`config.mk`:
```
export PLATFORM = sky130hd
export DESIGN_NAME = mem_arbiter
export DESIGN_NICKNAME = d
export VERILOG_FILES = /design/src/rtl/mem_arbiter.sv
export SDC_FILE = /design/constraint.sdc
export NUM_CORES = 1
export LEC_CHECK = 0
export CAP_MARGIN = 0
export CELL_PAD_IN_SITES_DETAIL_PLACEMENT = 1
export CELL_PAD_IN_SITES_GLOBAL_PLACEMENT = 1
export CORE_AREA = 2 2 143 103
export DETAILED_ROUTE_END_ITERATION = 12
export DIE_AREA = 0 0 145 105
export MAX_ROUTING_LAYER = met4
export PLACE_DENSITY_LB_ADDON = 0.08
export SYNTH_ARGS = -nofsm -noshare
export SYNTH_HDL_FRONTEND = slang
export SYNTH_SLANG_ARGS = --single-unit
export TNS_END_PERCENT = 10
```
`constraint.sdc`:
```
create_clock -name clk -period 2.9 [get_ports clk]
set_input_delay 0.58 -clock clk [delete_from_list [all_inputs] [get_ports clk]]
set_output_delay 0.58 -clock clk [all_outputs]
set_load 0.01 [all_outputs]
```
`src/rtl/mem_arbiter.sv`:
```
// mem_arbiter: round-robin two-port arbiter in front of a single unified RAM.
// Port 0 is the CPU, port 1 the loader/debug DMA. One beat is granted per cycle;
// a locking owner may keep the RAM for up to MAX_BURST beats while the other port waits.
module mem_arbiter #(
    parameter int unsigned MAX_BURST = 4
) (
    input  logic        clk,
    input  logic        reset,
    input  logic        req0,
    input  logic        req1,
    input  logic        lock0,
    input  logic        lock1,
    input  logic        we0,
    input  logic        we1,
    input  logic [31:0] addr0,
    input  logic [31:0] addr1,
    input  logic [31:0] wdata0,
    input  logic [31:0] wdata1,
    output logic        gnt0,
    output logic        gnt1,
    output logic        rvalid0,
    output logic        rvalid1,
    output logic [31:0] rdata0,
    output logic [31:0] rdata1,
    output logic [31:0] ram_addr,
    output logic [31:0] ram_wdata,
    output logic        ram_we,
    input  logic [31:0] ram_rdata,
    output logic [1:0]  owner_debug
);

    localparam int unsigned CntW = $clog2(MAX_BURST + 1);
    localparam logic [CntW:0] MaxWide = (CntW + 1)'(MAX_BURST);
    localparam logic [CntW-1:0] MaxCnt = CntW'(MAX_BURST);

    typedef enum logic [1:0] {
        StIdle = 2'b00,
        StOwn0 = 2'b01,
        StOwn1 = 2'b10
    } state_e;

    state_e          state_q, state_d;
    logic            last_q, last_d;   // port that owned the RAM most recently
    logic [CntW-1:0] cnt_q, cnt_d;     // beats already taken in the current tenure
    logic [CntW:0]   cnt_inc;          // one bit wider so cnt+1 never wraps
    logic [CntW-1:0] cnt_sat;

    assign cnt_inc = {1'b0, cnt_q} + {{CntW{1'b0}}, 1'b1};
    assign cnt_sat = (cnt_inc > MaxWide) ? MaxCnt : cnt_inc[CntW-1:0];

    // State register with synchronous active-low reset; port 0 wins the first tie.
    always_ff @(posedge clk) begin
        if (!reset) begin
            state_q <= StIdle;
            last_q  <= 1'b1;
            cnt_q   <= '0;
        end else begin
            state_q <= state_d;
            last_q  <= last_d;
            cnt_q   <= cnt_d;
        end
    end

    // Next-state: round-robin entry from idle, bounded locked bursts under contention.
    always_comb begin
        state_d = state_q;
        last_d  = last_q;
        cnt_d   = cnt_q;
        case (state_q)
            StIdle: begin
                cnt_d = '0;
                if (req0 && req1) begin
                    state_d = last_q ? StOwn0 : StOwn1;
                end else if (req0) begin
                    state_d = StOwn0;
                end else if (req1) begin
                    state_d = StOwn1;
                end
            end
            StOwn0: begin
                if (!req1) begin
                    if (req0) begin
                        cnt_d = cnt_sat;
                    end else begin
                        state_d = StIdle;
                        last_d  = 1'b0;
                        cnt_d   = '0;
                    end
                end else if (req0 && lock0 && (cnt_inc < MaxWide)) begin
                    cnt_d = cnt_inc[CntW-1:0];
                end else begin
                    // Hand over with no bubble: port 1 gets its first beat next cycle.
                    state_d = StOwn1;
                    last_d  = 1'b0;
                    cnt_d   = '0;
                end
            end
            StOwn1: begin
                if (!req0) begin
                    if (req1) begin
                        cnt_d = cnt_sat;
                    end else begin
                        state_d = StIdle;
                        last_d  = 1'b1;
                        cnt_d   = '0;
                    end
                end else if (req1 && lock1 && (cnt_inc < MaxWide)) begin
                    cnt_d = cnt_inc[CntW-1:0];
                end else begin
                    state_d = StOwn0;
                    last_d  = 1'b1;
                    cnt_d   = '0;
                end
            end
            default: begin
                state_d = StIdle;
                cnt_d   = '0;
            end
        endcase
    end

    // Grants are combinational so a dropped req or an asserted reset kills the beat at once.
    always_comb begin
        gnt0    = (state_q == StOwn0) && req0 && reset;
        gnt1    = (state_q == StOwn1) && req1 && reset;
        ram_we  = (gnt0 && we0) || (gnt1 && we1);
        rvalid0 = gnt0 && !we0;
        rvalid1 = gnt1 && !we1;
    end

    // RAM address/data follow the current owner; both read ports share the RAM read path.
    always_comb begin
        ram_addr  = '0;
        ram_wdata = '0;
        case (state_q)
            StOwn0: begin
                ram_addr  = addr0;
                ram_wdata = wdata0;
            end
            StOwn1: begin
                ram_addr  = addr1;
                ram_wdata = wdata1;
            end
            default: begin
                ram_addr  = '0;
                ram_wdata = '0;
            end
        endcase
    end

    assign rdata0      = ram_rdata;
    assign rdata1      = ram_rdata;
    assign owner_debug = state_q;

endmodule
```
# Word-level counts from Yosys, hierarchy flattened
# Cells that the tools add are included.
# op_classes
addsub,1
mul,0
div,0
order_cmp,2
eq_ne,7
n_shift,0
mux,28
n_bitwise,0
n_reduce_logical,20
# op_table
operator,count
32-bit case mux with 2 select lines,2
3-bit 2-to-1 mux,7
2-bit 2-to-1 mux,10
1-bit logical AND,13
"3-bit != test, second input constant",4
5-bit AND reduction,2
1-bit 2-to-1 mux,6
2-bit case mux with 3 select lines,1
3-bit case mux with 2 select lines,1
"3-bit by 1-bit adder with 4-bit output, second input constant",1
"4-bit by 3-bit greater-than comparator with 1-bit output, second input constant",1
"4-bit by 3-bit less-than comparator with 1-bit output, second input constant",1
"4-bit != test, second input constant",1
"2-bit by 1-bit equality test with 1-bit output, second input constant",1
"2-bit equality test, second input constant",1
1-bit zero test,2
2-bit zero test,1
1-bit case mux with 2 select lines,1
2-bit nonzero test,1
1-bit logical OR,1
# word_totals
ff_bits,6
latch_bits,0
ramBits,0
mem_bits_ro,0
inputBits,168
output_inout_bits,135
wordCells,61
n_memories,0

# Depth between registers and ports, before layout
# Gate-level depths: netlist of run 1.
# depth
ltp_word,6
depth_mapped,6
ltp_nobuf,6

# Worst setup path before layout of run 1
# OpenSTA, ideal clock, no wires.
# synth_timing
path_kind,reg2out
start,"register state_q[0], in the netlist owner_debug[0]"
end,output ram_addr[13]
arrival_ns,1.480
required_time_ns,2.320
setup_slack_ns,0.840
path_stages_with_launch,6
n_path_buf,2
cell_sequence,dfxtp_1 -> inv_1 -> ha_1 -> clkbuf_1 -> clkbuf_1 -> nor2b_1
# synth_between
elab_chain_cells,2
elab_cells_between_ends,3
classes_between,2 x eq/ne; 1 x mux
# synth_rtl
item,line_no,text
"start, declared",42,"state_e state_q, state_d;"
"start signal, assigned",54,state_q <= StIdle;
"start signal, assigned",58,state_q <= state_d;
2-bit equality test or 2-bit by 1-bit equality test with 1-bit output (tied branches),135,case (state_q)
32-bit case mux with 2 select lines (*),135,
"end, declared",25,"output logic [31:0] ram_addr,"
# Mark *: on every way between the ends. The rest lies on a longest branch, timed or not.

# Worst setup path in the final report of run 1
# layout_timing
start,"register state_q[0], in the netlist owner_debug[0]"
end,output ram_wdata[1]
# layout_between
elab_chain_cells,2
elab_cells_between_ends,3
classes_between,2 x eq/ne; 1 x mux
# layout_rtl
item,line_no,text
2-bit equality test or 2-bit by 1-bit equality test with 1-bit output (tied branches),135,
32-bit case mux with 2 select lines (*),135,
"end, declared",26,"output logic [31:0] ram_wdata,"
# Marks and branches as above.

==> qor.yml, run 1 <==
status:
  outcome: "finished, final reports clean"
clocking:
  clockRootBuffer: "clkbuf_16"
  clock-sinks: 6
  numCtsBuffers: 3
  cts_hold_buf: 0
  insertion_delay_ns: 0.23
  cts_buffer_depth: 2
  htree_levels: 1
  path_clk_slew_ns: 0.03
  tritoncts: "yes"
die:
  fp.dieH_um: 105
  die_w_um: 145
  ios: 303
  design.core.area_um2: 13700
  die_area_um2: 15200
  start_util: 0.139
  placementRows: 36
timing:
  worst-slew-pin-transition_ns: 0.296
  rsz0062_at_grt: "false"
  fin_setup_tns_ns: 0
  fmax_mhz: 363
  finalHoldViolCount: 0
  hold_slack_ns: 0.453
  fin_ws_ns: 0.144
  setup_violations: 0
  finClkSkew_ns: 0.000244
  period_share: 0.950
  min_period_ns: 2.76
  slew_headroom: 0.802
  drv_slew: 0
synth:
  netlist-cell-type-count: 31
  ys_seq_area_frac: 0.0630
  synthCells: 271
  syn_area_per_cell_um2: 7.04
  synth_seq_cells: 6
  netlist_area_um2: 1910
  synthArstFlopShare: 0
  synth_top_area_cell: "a22oi_1"
  synth.top_cell.area_share: 0.256
  synth_flop_cell: "dfxtp_1"
  synth_edf_count: 0
  synth.area.top_cells: "a22oi_1 26%, buf_4 25%, nor2b_1 21%"
  yosysWarningCount: 0
  synth_fp_nets: 444
place:
  dp_cells: 589
  place_hpwl_um: 7530
  place_ws_ns: 0.163
  numPortBuffers: 206
  place_congestion: 0.709
power:
  p_sw_frac: 0.373
  sequentialPowerShare: 0.072
  pwr_density_cell_nw_per_um2: 379
  p_comb_frac: 0.776
  p_leak_nw: 1.20
  peakVddDrop_uv: 229
  p_int_mw: 0.912
  p_sw_mw: 0.542
  clkPwrFrac: 0.152
drt:
  drt_iter0_drc: 73
  wl_met2_um: 4440
  wl_per_cell_um: 16.0
  met3WireLength_um: 887
  drc: 0
  wl_met1_um: 4080
  routed_wl_um: 9470
  vias_per_cell: 4.10
  drt_first_pass_iters: 4
  top_layer: "met4"
  antenna_left: 0
  vias: 2427
critical_path:
  arrival_ns: 2.18
  cp-start-kind: "flip-flop"
  worst-setup-path-type: "flip-flop to output port"
  r2r_start: "owner_debug[0]"
  r2r_slack_ns: 0.93
  crit_path_cell_trace: "inv_1 -> ha_1 -> buf_12 -> nor2b_1 -> clkdlybuf4s50_1"
  required_ns: 2.32
  worst_path_largest_cell_delay_ns: 0.57
  r2r_end: "owner_debug[0]"
  startpoint: "owner_debug[0]"
  worst_setup_path_end_kind: "output port"
  critPathCapture: "ram_wdata[1]"
  crit_slowest_cell: "clkdlybuf4s50_1"
  r2r.worst_path.cells: 7
  cp_max_fo: 66
grt:
  grt_start_max_net_pins: 67
  grt_util_all_layers: 0.120
  antenna_found_initial: 0
  grt_overflow: 0
  grt_pass1_vias: 2497
  grt_pass1_wl_um: 14500
finish:
  layout-area-overhead-vs-synth_pct: 101
  n_antenna_cell: 0
  drive_gt1_frac: 0.0373
  nNetsFinal: 577
  final_cells: 592
flow_run:
  maxCapViolations: 0
worst_hold_path:
  hold_path.class: "flip-flop to flip-flop"
==> routing by layer <==
layer  vias to the layer above  global-route usage
li1                       1155                   -
met1                      1128               0.148
met2                       133               0.195
met3                        11              0.0424
met4                         0              0.0163
met5                         -                   -
==> final cells by class <==
class,instances,area [µm²]
Fill cell,1601,9900
Timing Repair Buffer,213,2180
Clock buffer,3,75.1
Inverter,7,26.3
Tap cell,190,238
Sequential cell,6,120
Multi-Input combinational cell,173,1200
==> metrics by stage <==
step | instance area, µm² | utilization | power [mW]
6_report | 3840 | 0.280 | 1.45
5_1_grt | 3840 | 0.280 | 1.57
4_1_cts | 3830 | 0.279 | 1.48
3_5_place_dp | 3760 | 0.273 | 1.25
3_3_place_gp | 3760 | 0.273 | 1.25
2_1_floorplan | 1910 | - | 0.744
==> worst min path at each step <==
stage                   from       end  slack (ns)  depth (start not counted)
finish              cnt_q[0]  cnt_q[0]        0.45                          1
global route        cnt_q[0]  cnt_q[0]        0.50                          1
CTS                 cnt_q[0]  cnt_q[0]        0.46                          1
detailed placement  cnt_q[0]  cnt_q[0]        0.46                          1
global placement    cnt_q[0]  cnt_q[0]        0.46                          1
floorplan           cnt_q[0]  cnt_q[0]        0.43                          1
==> critical path: cells and delay by family (launching register included) <==
family / cells / cell delay (ns)
flip-flops: 1 / 0.44
adder cells (fa/ha/maj): 1 / 0.34
AND/OR/NAND/NOR: 1 / 0.20
buffers and inverters: 3 / 0.91
==> cells in the final DEF (no fill, tap or decap), types with 2 or more instances in the layout <==
| cell type | n |
|---|---|
| a22oi_1 | 65 |
| nor3_1 | 4 |
| nand2_1 | 9 |
| clkbuf_16 | 3 |
| clkdlybuf4s50_1 | 206 |
| nor2_1 | 4 |
| ha_1 | 3 |
| inv_1 | 7 |
| buf_4 | 2 |
| mux2i_1 | 2 |
| dfxtp_1 | 6 |
| buf_12 | 5 |
| nor2b_1 | 65 |
==> registers in the layout (all words and copies together), names as in the netlist <==
signal       cells
last_q           1
cnt_q            3
owner_debug      2
==> logic make-up after synthesis <==
group           count (synthesis)  synth area share
buf+inv                        92             0.313
simple gates                   87             0.266
compound gates                 79             0.315
flops                           6            0.0630
fa+ha+maj                       5            0.0328
mux                             2            0.0105
==> power by group through the flow <==
| stage | Combinational (mW) | Clock [mW] | Sequential [mW] |
|---|---|---|---|
| finish | 1.13 | 0.221 | 0.104 |
| global route | 1.23 | 0.232 | 0.107 |
| CTS | 1.15 | 0.227 | 0.104 |
| detailed placement | 1.15 | 0 | 0.104 |
| global placement | 1.15 | 0 | 0.104 |
| floorplan | 0.640 | 0 | 0.104 |
==> timing repair <==
item / in CTS / in global routing
resized for setup: 0 / 1
hold endpoints to repair: 0 / 0
setup buffers: 0 / 0
endpoints found under the setup margin: 0 / 1
==> Yosys cell counts (all sizes together) (2+ instances only) <==
cell type / n
nor2: 5
nor2b: 65
ha: 5
and2: 2
nand2: 9
a211oi: 2
a22oi: 65
dfxtp: 6
o21ai: 2
nor3: 4
clkbuf: 11
mux2i: 2
buf: 74
inv: 7
Power figures use the tool's default switching activity.
==> inputs of run 2 (changes only) <==
--- a/config.mk
+++ b/config.mk
@@ -11,6 +11,7 @@
 export CORE_AREA = 2 2 143 103
 export DETAILED_ROUTE_END_ITERATION = 12
 export DIE_AREA = 0 0 145 105
+export GPL_TIMING_DRIVEN = 1
 export MAX_ROUTING_LAYER = met4
 export PLACE_DENSITY_LB_ADDON = 0.08
 export SYNTH_ARGS = -nofsm -noshare
==> constraint.sdc (replaced) <==
create_clock -name clk -period 2.9 [get_ports clk]
set_input_delay 0.58 -clock clk [delete_from_list [all_inputs] [get_ports clk]]
set_output_delay 0.58 -clock clk [all_outputs]
set_load 0.02 [all_outputs]
==> qor.yml, run 2 (synthesis results as in run 1) <==
power:
  p_int_mw: 0.902  # -1.1%
  pwr_density_cell_nw_per_um2: 399  # +5.5%
  p_sw_frac: 0.411  # +0.0382
  p_comb_frac: 0.786  # +0.010
  clkPwrFrac: 0.146  # -0.006
  finalPower_mw: 1.53  # +5.3%
  p_leak_nw: 1.24  # +3.3%
  sequentialPowerShare: 0.068  # -0.004
  peakVddDrop_uv: 256  # +12%
  p_sw_mw: 0.629  # +16%
clocking:
  tritoncts: "yes"
  numCtsBuffers: 3  # unchanged
  post_cts_buffers: 0  # unchanged
  insertion_delay_ns: 0.23  # about the same
  clock-sinks: 6  # unchanged
  clockRootBuffer: "clkbuf_16"
  path_clk_slew_ns: 0.04  # about the same
  cts_buffer_depth: 2  # unchanged
  htree_levels: 1  # unchanged
place:
  place_hpwl_um: 7740  # +2.8%
  dp_cells: 591  # +0.34%
  numPortBuffers: 206  # unchanged
  place_congestion: 0.719  # +1.5%
finish:
  nNetsFinal: 579  # +0.35%
  n_antenna_cell: 0  # unchanged
  regMostFlops: "cnt_q"
  multi_input_area_um2: 1200  # unchanged
  drive_gt1_frac: 0.0421  # +0.00477
  largest_reg_flops: 3  # unchanged
  final_cells: 594  # +0.34%
  mostFrequentLayoutCell: "clkdlybuf4s50_1"
  final_cell_mix: "204 x clkdlybuf4s50_1, 65 x a22oi_1, 65 x nor2b_1"
  regArea_um2: 120  # unchanged
  num-fill-cells: 1626  # +1.6%
  layout-area-overhead-vs-synth_pct: 101
critical_path:
  cp_max_fo: 66  # unchanged
  crit_path_cell_trace: "inv_1 -> ha_1 -> buf_12 -> nor2b_1 -> clkdlybuf4s50_1"
  arrival_ns: 2.19  # about the same
  r2r_start: "owner_debug[0]"
  required_ns: 2.32  # about the same
  crit_slowest_cell: "clkdlybuf4s50_1"
  r2r.worst_path.cells: 7  # unchanged
  worst_setup_path_end_kind: "output port"
  worst_path_largest_cell_delay_ns: 0.64  # +0.07 ns
  cp-start-kind: "flip-flop"
  worst-setup-path-type: "flip-flop to output port"
  r2r_end: "owner_debug[1]"
  r2r_slack_ns: 0.97  # +0.04 ns
grt:
  grt_pass1_vias: 2566  # +2.8%
  grt_start_max_net_pins: 67  # unchanged
  grt_overflow: 0  # unchanged
  grt_util_all_layers: 0.124  # +0.00352
  grt_pass1_wl_um: 14900  # +2.2%
  antenna_found_initial: 0  # unchanged
drt:
  drc: 0  # unchanged
  vias_per_cell: 4.06  # -0.99%
  drt_iter0_drc: 47  # -36%
  wl_per_cell_um: 16.3  # +1.8%
  wl_met1_um: 4280  # +4.8%
  met3WireLength_um: 818  # -7.8%
  antenna_left: 0  # unchanged
  drt_first_pass_iters: 4  # unchanged
  top_layer: "met4"
  vias: 2411  # -0.66%
  wl_met2_um: 4510  # +1.4%
  routed_wl_um: 9670  # +2.1%
timing:
  period_share: 0.955  # +0.00430
  fin_setup_tns_ns: 0  # unchanged
  worst-slew-pin-transition_ns: 0.344  # +0.0479 ns
  finClkSkew_ns: 0.00403  # +0.00379 ns
  drv_slew: 0  # unchanged
  slew_headroom: 0.771  # -0.0316
  finalHoldViolCount: 0  # unchanged
  rsz0062_at_grt: "false"
  setup_violations: 0  # unchanged
  fmax_mhz: 361  # -0.45%
  min_period_ns: 2.77  # +0.0125 ns
worst_hold_path:
  hold-path-endpoint: "cnt_q[0]"
  min_delay_path_depth: 1  # unchanged
  hold_path.class: "flip-flop to flip-flop"
  worstHoldStart: "cnt_q[0]"
die:
  fp.dieH_um: 105  # unchanged
  design.core.area_um2: 13700  # unchanged
  die_w_um: 145  # unchanged
  die_area_um2: 15200  # unchanged
  start_util: 0.139  # unchanged
  placementRows: 36  # unchanged
  ios: 303  # unchanged
status:
  outcome: "finished, final reports clean"
flow_run:
  maxCapViolations: 0  # unchanged
[run 2: cell count changes in the layout (fill, tap and decap cells not counted), sizes merged]
cell           delta
buf               +2
clkdlybuf4s50     -2
dlymetal6s2s      +2
[run 2: repair_timing]
item                                    4_1_cts  5_1_grt
gates resized for setup                       0        3
endpoints found under the setup margin        0       21
hold buffers                                  0        0
[run 2: worst max-delay path by stage]
| stage | startpoint | endpoint | slack (ns) | cells after the start |
|---|---|---|---|---|
| after detailed placement | req1 | ram_we | 0.21 | 5 |
| after floorplan | owner_debug[0] | ram_addr[13] | 0.62 | 5 |
| final | owner_debug[0] | ram_wdata[1] | 0.13 | 5 |
| after global routing | owner_debug[0] | ram_addr[17] | 0.01 | 5 |
| after CTS | owner_debug[0] | ram_wdata[5] | 0.07 | 6 |
| after global placement | reset | ram_we | 0.26 | 5 |
[run 2: power groups by stage]
| stage | clock network [mW] | logic, mW | registers (mW) |
|---|---|---|---|
| after floorplan | 0 | 0.757 | 0.109 |
| after global placement | 0 | 1.22 | 0.104 |
| after detailed placement | 0 | 1.22 | 0.104 |
| after CTS | 0.230 | 1.23 | 0.103 |
| after global routing | 0.235 | 1.31 | 0.105 |
| final | 0.223 | 1.20 | 0.104 |
[run 2: stage by stage]
| stage | area, µm² | worst slack [ns] | hold WS (ns) | utilization |
|---|---|---|---|---|
| finish | 3840 | 0.132 | 0.452 | 0.279 |
| CTS | 3820 | 0.0654 | 0.458 | 0.278 |
| floorplan | 1910 | 0.624 | 0.428 | - |
| global placement | 3750 | 0.263 | 0.442 | 0.273 |
| detailed placement | 3750 | 0.213 | 0.453 | 0.273 |
| global route | 3840 | 0.0119 | 0.481 | 0.279 |
[run 2: layout make-up]
class                   count  area share
clock buffers               3      0.0196
inverters                   7     0.00685
multi-input cells         173       0.314
flip-flops and latches      6      0.0313
well taps                 190      0.0620
repair buffers            215       0.566
[run 2: worst max-delay path, delay by kind of cell, from the launching register on]
kind,cells,cell delay [ns]
buffers and inverters,3,1.01
AND/OR/NAND/NOR,1,0.18
flip-flops,1,0.41
adder cells (fa/ha/maj),1,0.33
[run 2: per-layer routing]
| metal | vias up | track usage |
|---|---|---|
| met5 | - | - |
| met4 | 0 | 0.0205 |
| met3 | 11 | 0.0384 |
| met2 | 132 | 0.201 |
| met1 | 1111 | 0.153 |
| li1 | 1157 | - |
